File: src/rtl/seq_detect_scheduler.sv
// Round-robin scheduler that time-shares one consecutive-run detector among NUM_CH serial streams.
// Optional per-channel hit tally (hit_count, cnt_sel, cnt_clr) is built when SEQ_SCHED_HIT_COUNT_EN is defined.
module seq_detect_scheduler #(
  parameter int NUM_CH  = 4,
  parameter int RUN_LEN = 3,
  parameter int WINDOW  = 8
) (
  input  logic                      clk,
  input  logic                      reset_n,
  input  logic [NUM_CH-1:0]         req,
  input  logic [NUM_CH-1:0]         x_in,
`ifdef SEQ_SCHED_HIT_COUNT_EN
  input  logic [$clog2(NUM_CH)-1:0] cnt_sel,
  input  logic                      cnt_clr,
  output logic [7:0]                hit_count,
`endif
  output logic [NUM_CH-1:0]         grant,
  output logic                      busy,
  output logic                      done,
  output logic [$clog2(NUM_CH)-1:0] done_ch,
  output logic                      hit,
  output logic                      aborted
);

  localparam int CH_W  = $clog2(NUM_CH);
  localparam int CNT_W = $clog2(RUN_LEN + 1);

  typedef enum logic [1:0] {
    IDLE   = 2'd0,
    ARB    = 2'd1,
    RUN    = 2'd2,
    REPORT = 2'd3
  } state_t;

  state_t            state;
  state_t            state_nxt;

  logic [CH_W-1:0]   ch;
  logic [CH_W-1:0]   rr_ptr;
  logic [CH_W-1:0]   pick;
  logic [CH_W-1:0]   idx;
  logic              pick_vld;

  logic [CNT_W-1:0]  cnt;
  logic              last;
  logic [7:0]        sample_cnt;
  logic              hit_r;

  logic              x_cur;
  logic [CNT_W-1:0]  cnt_upd;
  logic              hit_upd;
  logic [7:0]        sample_upd;
  logic              abort_now;
  logic              run_end;

  // Round-robin pick: lowest offset from rr_ptr wins, so scan offsets high to low.
  always_comb begin
    pick     = '0;
    pick_vld = 1'b0;
    idx      = '0;
    for (int i = NUM_CH - 1; i >= 0; i--) begin
      idx = CH_W'((int'(rr_ptr) + i) % NUM_CH);
      if (req[idx]) begin
        pick     = idx;
        pick_vld = 1'b1;
      end
    end
  end

  // Detector update for the current RUN sample; cnt==0 marks the first sample of a window.
  always_comb begin
    x_cur      = x_in[ch];
    abort_now  = ~req[ch];
    sample_upd = sample_cnt + 8'd1;
    if (cnt == '0) begin
      cnt_upd = CNT_W'(1);
    end else if (x_cur == last) begin
      cnt_upd = (cnt == CNT_W'(RUN_LEN)) ? cnt : cnt + CNT_W'(1);
    end else begin
      cnt_upd = CNT_W'(1);
    end
    hit_upd = hit_r | (cnt_upd == CNT_W'(RUN_LEN));
    run_end = abort_now | hit_upd | (sample_upd == 8'(WINDOW));
  end

  always_ff @(posedge clk or negedge reset_n) begin
    if (!reset_n) begin
      state <= IDLE;
    end else begin
      state <= state_nxt;
    end
  end

  always_comb begin
    state_nxt = state;
    case (state)
      IDLE:    if (|req) state_nxt = ARB;
      ARB:     state_nxt = pick_vld ? RUN : IDLE;
      RUN:     if (run_end) state_nxt = REPORT;
      REPORT:  state_nxt = IDLE;
      default: state_nxt = IDLE;
    endcase
  end

  assign busy = (state != IDLE);

  // Window datapath: grant, detector state and the registered report fields.
  always_ff @(posedge clk or negedge reset_n) begin
    if (!reset_n) begin
      ch         <= '0;
      rr_ptr     <= '0;
      cnt        <= '0;
      last       <= 1'b0;
      sample_cnt <= '0;
      hit_r      <= 1'b0;
      grant      <= '0;
      done       <= 1'b0;
      done_ch    <= '0;
      hit        <= 1'b0;
      aborted    <= 1'b0;
    end else begin
      done <= 1'b0;
      case (state)
        ARB: begin
          if (pick_vld) begin
            ch         <= pick;
            grant      <= NUM_CH'(1) << pick;
            cnt        <= '0;
            sample_cnt <= '0;
            hit_r      <= 1'b0;
          end
        end
        RUN: begin
          if (abort_now) begin
            // Withdrawal is checked before sampling, so this cycle's bit never counts.
            grant   <= '0;
            done    <= 1'b1;
            done_ch <= ch;
            hit     <= hit_r;
            aborted <= 1'b1;
          end else begin
            cnt        <= cnt_upd;
            last       <= x_cur;
            sample_cnt <= sample_upd;
            hit_r      <= hit_upd;
            if (run_end) begin
              grant   <= '0;
              done    <= 1'b1;
              done_ch <= ch;
              hit     <= hit_upd;
              aborted <= 1'b0;
            end
          end
        end
        REPORT: begin
          rr_ptr <= (ch == CH_W'(NUM_CH - 1)) ? '0 : ch + CH_W'(1);
        end
        default: ;
      endcase
    end
  end

`ifdef SEQ_SCHED_HIT_COUNT_EN
  logic [7:0] hit_tally [NUM_CH];

  // Counts hit reports per channel, saturating at 255; a clear overrides a same-cycle increment.
  always_ff @(posedge clk or negedge reset_n) begin
    if (!reset_n) begin
      for (int i = 0; i < NUM_CH; i++) hit_tally[i] <= '0;
    end else if (cnt_clr) begin
      for (int i = 0; i < NUM_CH; i++) hit_tally[i] <= '0;
    end else if (done && hit && (hit_tally[done_ch] != 8'hFF)) begin
      hit_tally[done_ch] <= hit_tally[done_ch] + 8'd1;
    end
  end

  assign hit_count = hit_tally[cnt_sel];
`endif

endmodule
File: config.mk
export PLATFORM = sky130hd
export DESIGN_NAME = seq_detect_scheduler
export DESIGN_NICKNAME = d
export VERILOG_FILES = /design/src/rtl/seq_detect_scheduler.sv
export SDC_FILE = /design/constraint.sdc
export NUM_CORES = 1
export LEC_CHECK = 0
export BUFFER_PORTS_ARGS = -buffer_cell sky130_fd_sc_hd__buf_2
export CORE_MARGIN = 2
export CORE_UTILIZATION = 51
export CTS_CLUSTER_SIZE = 8
export DETAILED_ROUTE_END_ITERATION = 6
export HOLD_SLACK_MARGIN = 0.1
export PLACE_DENSITY = 0.71
export RECOVER_POWER = 50
export SYNTH_ARGS = -nofsm -noshare
export SYNTH_HDL_FRONTEND = slang
export SYNTH_SLANG_ARGS = --single-unit
File: constraint.sdc
create_clock -name clk -period 1.81 [get_ports clk]
set_input_delay 0.0905 -clock clk [delete_from_list [all_inputs] [get_ports clk]]
set_output_delay 0.0905 -clock clk [all_outputs]
set_load 0.01 [all_outputs]
---- Yosys cells after proc, flatten, opt, wreduce, memory -nomap -nowiden ----
Cells that the tools add are included.
word-level totals
  register bits after elaboration ......... 27
  output and inout port bits .............. 10
  logic and storage cells ................. 103
cells by class
  add/sub/neg operators ................... 6
  $lt $le $gt $ge ......................... 5
  equality and inequality tests ........... 14
  shifts and indexed selects .............. 1
  mux-type cells .......................... 50
  bitwise gates (word level) .............. 4
  reductions and logical operators ........ 11
operators by type and width
  cell                                                                   count
  2-bit 2-to-1 mux                                                       15
  1-bit 2-to-1 mux                                                       19
  8-bit 2-to-1 mux                                                       2
  8-bit one-hot mux with 2 select lines                                  1
  2-bit by 3-bit < comparator with 1-bit output, second input constant   5
  1-bit binary-select mux with 2-bit select                              6
  4-bit 2-to-1 mux                                                       3
  2-bit equality test, second input constant                             5
  2-bit inequality test, second input constant                           5
  8-bit by 1-bit adder with 8-bit output, second input constant          1
  8-bit by 4-bit equality test with 1-bit output, second input constant  1
  2-bit one-hot mux with 4 select lines                                  1
  4-bit one-hot mux with 2 select lines                                  1
  2-bit AND reduction                                                    4
  2-bit by 1-bit adder with 2-bit output, second input constant          3
  3-bit AND reduction                                                    2
  2-bit adder, second input constant                                     2
  2-bit zero test                                                        2
  2-bit one-hot mux with 2 select lines                                  1
  2-bit nonzero test                                                     2
  4-bit OR reduction                                                     1
  1-bit by 2-bit left shift with 4-bit output, first input constant      1
  3-bit inequality test, second input constant                           1
  1-bit OR                                                               3
  other kinds (4)                                                        4

---- Logic depth before layout (Yosys ltp) ----
Gate-level depths: netlist (run 1).
  depth after elaboration ................. 12
  gate-level depth with buffers ........... 7

---- Worst setup path before layout (run 1) ----
No wires, ideal clock.
  path type ............................... register to register
  from .................................... reg ch[0]
  to ...................................... reg done_ch[0]
  library setup time ...................... 125 ps
  arrival ................................. 1690 ps
  setup slack ............................. -5 ps
  stages on the path, launching flop included .. 6
  path buffers ............................ 1
  period minus slack after synthesis ...... 1815 ps
  path through ............................ dfrtp_1 buf_6 mux4_2 a21boi_4 a21oi_4 mux2_4
on the way
  longest elaborated chain between the ends .. 11
ends and longest elaborated chain
  element                                    RTL line  RTL
  start, declared                            38        logic [CH_W-1:0] ch;
  start signal, assigned                     126       ch <= pick;
  1-bit binary-select mux with 2-bit select  72        x_cur = x_in[ch];
  1-bit 2-to-1 mux (implied by the code)     72
  1-bit equality test                        77        end else if (x_cur == last) begin
  2-bit 2-to-1 mux                           77
  2-bit 2-to-1 mux                           75        if (cnt == '0) begin
  2-bit equality test                        82        hit_upd = hit_r | (cnt_upd == CNT_W'(RUN_LEN));
  1-bit OR                                   82
  1-bit OR (2 in a row)                      83        run_end = abort_now | hit_upd | (sample_upd == 8'(WINDOW));
  2-bit inequality test (no source line)     n/a
  2-bit AND reduction (no source line)       n/a
  end signal, assigned                       138       done_ch <= ch;
  end signal, assigned                       149       done_ch <= ch;
  end, declared                              20        output logic [$clog2(NUM_CH)-1:0] done_ch,
Parallel ways exist; a longest one is shown, timed or not. The select of a mux whose other input is x is not followed.
A chain may end at the register's enable or synchronous reset.

---- Final worst setup path (run 1) ----
  from .................................... reg sample_cnt[1]
  to ...................................... reg done_ch[0]
on the way
  longest elaborated chain between the ends .. 5
ends and longest elaborated chain
  element                                         RTL line  RTL
  start, declared                                 46        logic [7:0] sample_cnt;
  start signal, assigned                          144       sample_cnt <= sample_upd;
  8-bit by 1-bit adder with 8-bit output          74        sample_upd = sample_cnt + 8'd1;
  8-bit by 4-bit equality test with 1-bit output  83
  1-bit OR                                        83
  2-bit inequality test (no source line)          n/a
  2-bit AND reduction (no source line)            n/a
No other way between the ends.

==> impl_metrics.yaml, run 1 <==
yosys:
  async_reset_ff_share_pct: 100
  synth_top_area_cell: "dfrtp_1"
  synth_top_family_by_area: "compound AO/OA/AOI/OAI gates"
  syn_area_um2: 1470
  synth_edf_count: 0
  synth_compound_area_share_pct: 18.0
  ys.flop_type: "dfrtp_1"
  yosys_warnings: 0
  ys_ff_latch: 27
  synth_top_area_share_pct: 46.0
  synth_fp_nets: 157
  ys_types: 46
  synth-adder-area-share_pct: 1.70
  yosysSeqAreaShare_pct: 46.0
  synth_cells: 145
  yosys.area_share.simple_pct: 17.4
  synthMuxAreaShare_pct: 10.4
  yosys.area_share.xor_xnor_pct: 2.98
  synth_area_leaders: "dfrtp_1 (46%), nand2_1 (6.4%), o21ai_0 (5.4%)"
  syn_avg_cell_area_um2: 10.1
placement:
  port_buffers: 19
  place_congestion: 0.843
  hpwl_um: 2280
run:
  max_cap_viol_count: 0
route:
  drc: 0
  vias_per_cell: 5.74
  routed_wl_um: 3330
  ant_nets: 0
  drt-initial-drc-count: 37
  wl_per_cell_um: 15.6
  drtPass1Iterations: 4
  vias: 1222
critical_path:
  path_cells: "ha_2 > nand2_2 > nor4_4 > buf_4 > a21boi_4 > a21oi_4 > mux2_4"
  arrival_ns: 2.01
  timing.critical_path.buf_inv: 1
  required_ns: 2.05
  crit_family: "flip-flops"
  critPathLaunchType: "flop"
  path_max_fanout: 6
  cpPeakStageDelay_ns: 0.43
  endpoint_kind: "flop"
  crit_type: "flop to flop"
  cp_slowest_cell: "dfrtp_1"
clock_network:
  root_buffer: "clkbuf_4"
  htreeDepth: 1
  clk_pin_slew_ns: 0.14
  clock_path_buffers: 2
  cts_sinks: 27
  worstSkewPairLatency_ns: 0.33
  tritoncts: "done"
  cts_buffers: 3
layout:
  drive_above_1_share_pct: 31.9
  fin_nets: 195
  areaGrowthSynthToFinish_pct: 20.6
  antennaDiodeCount: 0
  postLayoutCoreUtil_pct: 64.3
  fillCellCount: 234
grt:
  first_global_vias: 1190
  grt_pass1_wl_um: 5110
  grtUsageTotal_pct: 20.1
  grt_start_max_net_pins: 28
  antenna_found_initial: 0
  gr-total-overflow: 0
timing:
  maxSlewHeadroom_pct: 55.5
  hold_viol: 0
  min_period_ns: 1.77
  setup_viol: 0
  skew_ns: 0.00235
  fin_tns_setup_ns: 0
  whs_ns: 0.199
  tightest_slew_ns: 0.668
  rsz0062_at_grt: "yes"
  max_freq_mhz: 564
  timing.final.crit_share_pct: 98.0
  drv_slew: 0
die:
  start_util_pct: 53.3
  dieArea_um2: 3330
  rows: 19
  coreArea_um2: 2760
  ioPinCount: 20
  die_w_um: 57.7
  die_y_um: 57.7
status:
  status: "completed"
hold_path:
  hp-class: "input port to flop"
power_and_ir_drop:
  leakagePower_nw: 0.821
  power_density_nw_per_um2: 1490
  worst_ir_drop_vdd_uv: 1100
==> layout by cell type, fill, tap and decap left out, types with 4 or more instances in the layout <==
master / n
a21oi_1: 5
buf_2: 14
buf_4: 18
clkbuf_1: 5
dfrtp_1: 26
mux2i_1: 4
nand2_1: 23
nand3_1: 4
nor2_1: 7
o21ai_0: 13
==> kinds of logic after synthesis <==
logic type               count (synthesis)
AND/OR/NAND/NOR                         53
AO/OA/AOI/OAI                           38
flip-flops                              27
multiplexers                            11
buffers and inverters                    9
XOR/XNOR                                 5
adder cells (fa/ha/maj)                  2
==> worst reg2reg max path, delay by kind of cell, from the launching register on <==
| kind | cells | cell delay [ns] |
|---|---|---|
| compound gates | 2 | 0.30 |
| fa+ha+maj | 1 | 0.22 |
| buf+inv | 1 | 0.17 |
| flops | 1 | 0.43 |
| mux | 1 | 0.33 |
| simple gates | 2 | 0.24 |
==> power by group <==
| part | leakage, nW | internal [W] | switching (W) | total (W) |
|---|---|---|---|---|
| clock | 0.0150 | 0.0000867 | 0.000179 | 0.000266 |
| combinational | 0.456 | 0.000702 | 0.000653 | 0.00136 |
| sequential | 0.350 | 0.000810 | 0.000212 | 0.00102 |
==> sequential cells by signal, indices dropped and copies added (netlist names), named ones only <==
name	cells
sample_cnt	8
cnt	2
done_ch	2
hit_r	1
done	1
hit	1
last	1
state	1
rr_ptr	2
ch	2
aborted	1
grant	4
==> timing repair <==
item | 4_1_cts | 5_1_grt
hold buffers | 1 | 0
pin swaps | 1 | 3
gates resized for setup | 1 | 12
setup buffers | 5 | 5
hold endpoints to repair | 27 | 0
setup endpoints to repair | 2 | 13
==> final timing paths <==
kind                       depth (start not counted)  slack (ns)       endpoint          start
min                                                4        0.20       grant[1]         req[3]
max in group asynchronous                          2        1.05          ch[1]        reset_n
min in group asynchronous                          2        0.30  sample_cnt[4]        reset_n
max reg2reg                                        7        0.04     done_ch[0]  sample_cnt[1]
max                                                7        0.04     done_ch[0]  sample_cnt[1]
min reg2reg                                        1        0.54       state[0]       state[0]
==> stage by stage <==
step | power [W] | setup WS, ns | area [um^2] | instances
final | 0.00264 | 0.0363 | 1770 | 213
after detailed placement | 0.00219 | -0.00531 | 1630 | 198
after global routing | 0.00283 | -0.0738 | 1770 | 213
after floorplan | 0.00184 | -0.00517 | 1470 | 145
after global placement | 0.00215 | 0.0548 | 1630 | 198
after CTS | 0.00253 | 0.0209 | 1710 | 208
==> cells in the mapped netlist, types with 2 or more instances <==
library cell,number
nand2b_1,2
mux2_2,3
and2_1,2
nor2_1,7
xor2_1,2
nand3_1,4
buf_6,2
o21ai_0,16
o31ai_1,2
ha_1,2
inv_1,3
mux2i_1,4
a21oi_1,5
nor2b_1,2
xnor2_1,3
nand3b_1,2
buf_2,2
mux2_4,2
a31o_2,2
o22ai_1,2
dfrtp_1,27
nand2_1,25
==> metal layers <==
metal / GRT usage (%) / wire length (um) / vias up
li1: - / - / 596
met1: 23.3 / 1380 / 590
met2: 34.3 / 1750 / 29
met3: 3.13 / 136 / 7
met4: 13.3 / 70 / 0
met5: 0 / 0 / -
==> final cells by class <==
type                    instances  area [um^2]  share of cell area, %
multi-input cells             109          773                   43.6
flip-flops and latches         27          677                   38.2
repair buffers                 39          246                   13.9
well taps                      31         38.8                   2.19
clock buffers                   4         26.3                   1.48
inverters                       3         11.3                  0.635
No activity file was read; power rests on OpenSTA's default activity.
==> run 2: changes to the inputs <==
==> constraint.sdc (replaced) <==
create_clock -name clk -period 1.81 [get_ports clk]
set_input_delay 0.2715 -clock clk [delete_from_list [all_inputs] [get_ports clk]]
set_output_delay 0.2715 -clock clk [all_outputs]
set_load 0.01 [all_outputs]
==> run 2 against run 1 <==
- power down 5.4%
- largest cell class unchanged
- sequential cell count unchanged
- die area is the same
- final cell count shrank 2.8%
- combinational power decreased by 12%
==> impl_metrics.yaml, run 2 (synthesis gave the netlist of run 1 again) <==
status:
  status: "completed"
grt:
  antenna_found_initial: 0
  first_global_vias: 1189
  gr-total-overflow: 0
  grtUsageTotal_pct: 20.7
  grt_pass1_wl_um: 5350
  grt_start_max_net_pins: 28
layout:
  fin_nets: 189
  regMostFlops: "sample_cnt"
  drive_above_1_share_pct: 27.8
  most-common-layout-cells: "dfrtp_1 (26), nand2_1 (25), o21ai_0 (16), buf_2 (14), buf_4 (13)"
  largest_reg_flops: 8
  top_regs: "sample_cnt: 8 flops, grant: 4 flops"
  fillCellCount: 238
  final_area_um2: 1710
  fin_cells: 207
  areaGrowthSynthToFinish_pct: 16.3
  layout.cells.most_common: "dfrtp_1"
  antennaDiodeCount: 0
  multi_input_area_um2: 756
  seq_area_um2: 677
timing:
  whs_ns: 0.365
  max_freq_mhz: 569
  setup_viol: 0
  min_period_ns: 1.76
  maxSlewHeadroom_pct: 54.6
  tightest_slew_ns: 0.681
  timing.final.crit_share_pct: 97.1
  drv_slew: 0
  rsz0062_at_grt: "yes"
  skew_ns: 0.0114
  hold_viol: 0
critical_path:
  arrival_ns: 2.00
  endpoint_kind: "flop"
  path_max_fanout: 5
  rrSetupSlack_ns: 0.05
  crit_type: "flop to flop"
  critPathLaunchType: "flop"
  r2r_end: "done_ch[1]"
  required_ns: 2.05
  r2r_cells: 4
  rr_startpoint: "ch[0]"
route:
  vias: 1204
  met1_length_um: 1340
  dr_wl_met3_um: 60
  wl_met2_um: 1660
  maxUsedRoutingLayer: "met4"
  drt-initial-drc-count: 34
  wl_per_cell_um: 14.9
  vias_per_cell: 5.82
  drc: 0
  drtPass1Iterations: 4
  routed_wl_um: 3090
  ant_nets: 0
clock_network:
  clock_path_buffers: 2
  root_buffer: "clkbuf_4"
  cts_sinks: 27
  worstSkewPairLatency_ns: 0.33
  cts_buffers: 3
  htreeDepth: 1
  clk_pin_slew_ns: 0.16
  tritoncts: "done"
placement:
  place_congestion: 0.837
  port_buffers: 19
  placed_cells: 200
  placed_cell_area_um2: 1650
  hpwl_um: 2260
hold_path:
  hp-class: "input port to flop"
  hold_path_depth: 4
  hold_start: "req[3]"
  hold_path_end: "grant[1]"
die:
  dieArea_um2: 3330
  rows: 19
  die_w_um: 57.7
  ioPinCount: 20
  die_y_um: 57.7
  coreArea_um2: 2760
  start_util_pct: 53.3
power_and_ir_drop:
  worst_ir_drop_vdd_uv: 948
  leakagePower_nw: 0.786
  power_density_nw_per_um2: 1460
run:
  max_cap_viol_count: 0
==> run 2: cell types whose count changed in the layout (fill, tap and decap cells not counted), sizes merged <==
| cell | change |
|---|---|
| buf | -6 |
| clkbuf | -1 |
| clkinvlp | +1 |
==> run 2: area by class of cell <==
class                           count  share of cell area (%)
Sequential cell                    27                    39.6
Tap cell                           31                    2.27
Multi-Input combinational cell    109                    44.2
Clock buffer                        3                    1.32
Clock inverter                      1                   0.439
Inverter                            3                   0.658
Timing Repair Buffer               33                    11.6
==> run 2: critical path: stages (launching register included) <==
cell and delay, ns:
dfrtp_1 0.40, mux4_2 0.57, a21boi_4 0.18, a21oi_4 0.20, mux2_4 0.32
==> run 2: power breakdown <==
part	internal [W]	switching [W]	leakage, nW
registers	0.000810	0.000219	0.350
logic	0.000598	0.000603	0.422
clock network	0.0000846	0.000185	0.0139
==> run 2: worst max path at each step <==
stage / depth (start not counted) / slack (ns) / startpoint / to
6_report: 4 / 0.05 / ch[0] / done_ch[1]
3_5_place_dp: 5 / -0.006 / ch[1] / done_ch[1]
3_3_place_gp: 5 / 0.03 / req[3] / done_ch[0]
2_1_floorplan: 5 / -0.005 / ch[0] / done_ch[0]
4_1_cts: 4 / 0.02 / ch[0] / done_ch[1]
5_1_grt: 7 / -0.02 / sample_cnt[0] / done_ch[1]
==> run 2: stage by stage <==
| step | util [%] | setup slack (ns) | power, W | TNS (ns) |
|---|---|---|---|---|
| after floorplan | - | -0.00517 | 0.00184 | -0.0103 |
| after global placement | 59.7 | 0.0321 | 0.00215 | 0 |
| after detailed placement | 59.7 | -0.00619 | 0.00219 | -0.00619 |
| after CTS | 61.4 | 0.0163 | 0.00249 | 0 |
| after global routing | 62.0 | -0.0212 | 0.00270 | -0.0372 |
| final | 62.0 | 0.0530 | 0.00250 | 0 |
==> run 2: per-layer routing <==
layer / vias to the layer above / global-route usage [%]
met5: - / 0
met4: 0 / 6.31
met3: 4 / 2.23
met2: 14 / 37.3
met1: 606 / 26.0
li1: 580 / -
==> run 2: what timing repair did <==
action / 4_1_cts / 5_1_grt
gates cloned: 0 / 0
hold buffers: 1 / 0
pin swaps: 1 / 1
hold endpoints to repair: 27 / 0
resized for setup: 1 / 2
buffers inserted: 1 / 1
endpoints found under the setup margin: 2 / 4
==> run 3: changes to the inputs <==
--- a/config.mk
+++ b/config.mk
@@ -13,6 +13,7 @@
 export HOLD_SLACK_MARGIN = 0.1
 export PLACE_DENSITY = 0.71
 export RECOVER_POWER = 50
+export REMOVE_ABC_BUFFERS = 1
 export SYNTH_ARGS = -nofsm -noshare
 export SYNTH_HDL_FRONTEND = slang
 export SYNTH_SLANG_ARGS = --single-unit
==> run 3 against run 2 <==
- combinational power hardly changed
- first-iteration DRC count rose by 100%
- utilization rose by 0.54 points
- register-to-register slack improved by 0.03 ns
- die area unchanged
==> impl_metrics.yaml, run 3 (synthesis gave the netlist of run 1 again) <==
die:
  coreArea_um2: 2760
  ioPinCount: 20
  dieArea_um2: 3330
  rows: 19
  die_y_um: 57.7
  start_util_pct: 53.3
  die_w_um: 57.7
critical_path:
  endpoint_kind: "flop"
  arrival_ns: 1.96
  crit_type: "flop to flop"
  rrSetupSlack_ns: 0.08
  critPathLaunchType: "flop"
  r2r_cells: 5
  required_ns: 2.05
  r2r_end: "done_ch[1]"
  rr_startpoint: "ch[1]"
  path_max_fanout: 6
power_and_ir_drop:
  power_density_nw_per_um2: 1460
  worst_ir_drop_vdd_uv: 898
  leakagePower_nw: 0.791
route:
  drtPass1Iterations: 4
  wl_per_cell_um: 14.8
  drc: 0
  vias_per_cell: 5.73
  ant_nets: 0
  drt-initial-drc-count: 68
  vias: 1191
  routed_wl_um: 3080
layout:
  regMostFlops: "sample_cnt"
  final_area_um2: 1730
  most-common-layout-cells: "dfrtp_1 (26), nand2_1 (25), o21ai_0 (15), buf_2 (15), buf_4 (12)"
  antennaDiodeCount: 0
  largest_reg_flops: 8
  multi_input_area_um2: 762
  top_regs: "sample_cnt: 8 flops, grant: 4 flops"
  layout.cells.most_common: "dfrtp_1"
  fin_nets: 190
  drive_above_1_share_pct: 29.4
  areaGrowthSynthToFinish_pct: 17.4
  fillCellCount: 229
  postLayoutCoreUtil_pct: 62.6
  seq_area_um2: 677
clock_network:
  tritoncts: "done"
  clk_pin_slew_ns: 0.16
  htreeDepth: 1
  cts_sinks: 27
  root_buffer: "clkbuf_4"
  cts_buffers: 3
  clock_path_buffers: 2
  worstSkewPairLatency_ns: 0.33
placement:
  placed_cell_area_um2: 1630
  hpwl_um: 2220
  place_congestion: 0.839
  port_buffers: 19
grt:
  antenna_found_initial: 0
  first_global_vias: 1108
  gr-total-overflow: 0
  grt_pass1_wl_um: 5090
  grtUsageTotal_pct: 19.8
  grt_start_max_net_pins: 28
timing:
  min_period_ns: 1.73
  setup_viol: 0
  hold_viol: 0
  tightest_slew_ns: 0.663
  max_freq_mhz: 580
  drv_slew: 0
  maxSlewHeadroom_pct: 55.8
  skew_ns: 0.00964
  timing.final.crit_share_pct: 95.3
hold_path:
  hold_path_end: "grant[1]"
  hold_start: "req[3]"
  hp-class: "input port to flop"
  hold_path_depth: 4
status:
  status: "completed"
run:
  max_cap_viol_count: 0
-- run 3: changes by cell type in the layout (fill, tap and decap cells not counted) --
| cell | change |
|---|---|
| a221oi_1 | -1 |
| a221oi_2 | +1 |
| and2_1 | -1 |
| and2_2 | +1 |
| buf_2 | +1 |
| buf_4 | -1 |
| buf_6 | +1 |
| o21ai_0 | -1 |
| o21ai_1 | +1 |
| o22ai_1 | -1 |
| o22ai_2 | +1 |
| xnor2_1 | +1 |
| xnor2_2 | -1 |
-- run 3: how the worst max path moves through the flow --
stage	from	cells after the start	slack (ns)	to
global route	ch[0]	7	-0.01	sample_cnt[3]
CTS	sample_cnt[0]	5	0.02	done_ch[1]
detailed placement	ch[1]	5	-0.03	done_ch[1]
global placement	ch[1]	5	0.05	done_ch[0]
floorplan	ch[0]	4	-0.02	done_ch[0]
finish	ch[1]	5	0.08	done_ch[1]
-- run 3: layout make-up --
type                       instances  area share (%)
multi-input combinational        109            44.2
sequential                        27            39.2
timing repair buffer              34            12.0
tap                               31            2.25
clock buffer                       3            1.31
inverter                           3           0.653
clock inverter                     1           0.435
-- run 3: power by group --
| part | internal (W) | leakage (nW) | total, W | switching (W) |
|---|---|---|---|---|
| clock network | 0.0000845 | 0.0139 | 0.000272 | 0.000187 |
| registers | 0.000810 | 0.350 | 0.00102 | 0.000211 |
| logic | 0.000621 | 0.427 | 0.00123 | 0.000607 |
-- run 3: per-layer routing --
| layer | routed length (um) | up-vias | share of wire [%] | track usage (%) |
|---|---|---|---|---|
| li1 | - | 582 | - | - |
| met1 | 1320 | 593 | 43 | 26.4 |
| met2 | 1660 | 14 | 54 | 33.4 |
| met3 | 80 | 2 | 2.6 | 2.23 |
| met4 | 15 | 0 | 0.49 | 6.98 |
| met5 | 0 | - | 0 | 0 |
-- run 3: through the flow --
| stage | std cells | setup WS, ns | setup TNS [ns] | total power (W) | hold slack (ns) |
|---|---|---|---|---|---|
| global route | 208 | -0.0101 | -0.0107 | 0.00274 | 0.379 |
| floorplan | 139 | -0.0226 | -0.0453 | 0.00176 | -0.0241 |
| CTS | 203 | 0.0202 | 0 | 0.00248 | 0.348 |
| global placement | 198 | 0.0500 | 0 | 0.00215 | 0.312 |
| detailed placement | 198 | -0.0272 | -0.0434 | 0.00220 | 0.316 |
| finish | 208 | 0.0846 | 0 | 0.00252 | 0.365 |
-- run 3: critical path, cell delays in order, from the launching register on --
cell	delay [ns]
dfrtp_2	0.48
mux2i_1	0.23
xnor2_1	0.09
o221a_2	0.30
a21oi_4	0.21
mux2_4	0.33
-- run 3: repair_timing --
item / 4_1_cts / 5_1_grt
hold endpoints to repair: 27 / 0
buffers inserted: 0 / 5
gates resized for setup: 1 / 6
setup endpoints to repair: 2 / 7
hold buffers: 1 / 0
pin swaps: 0 / 1
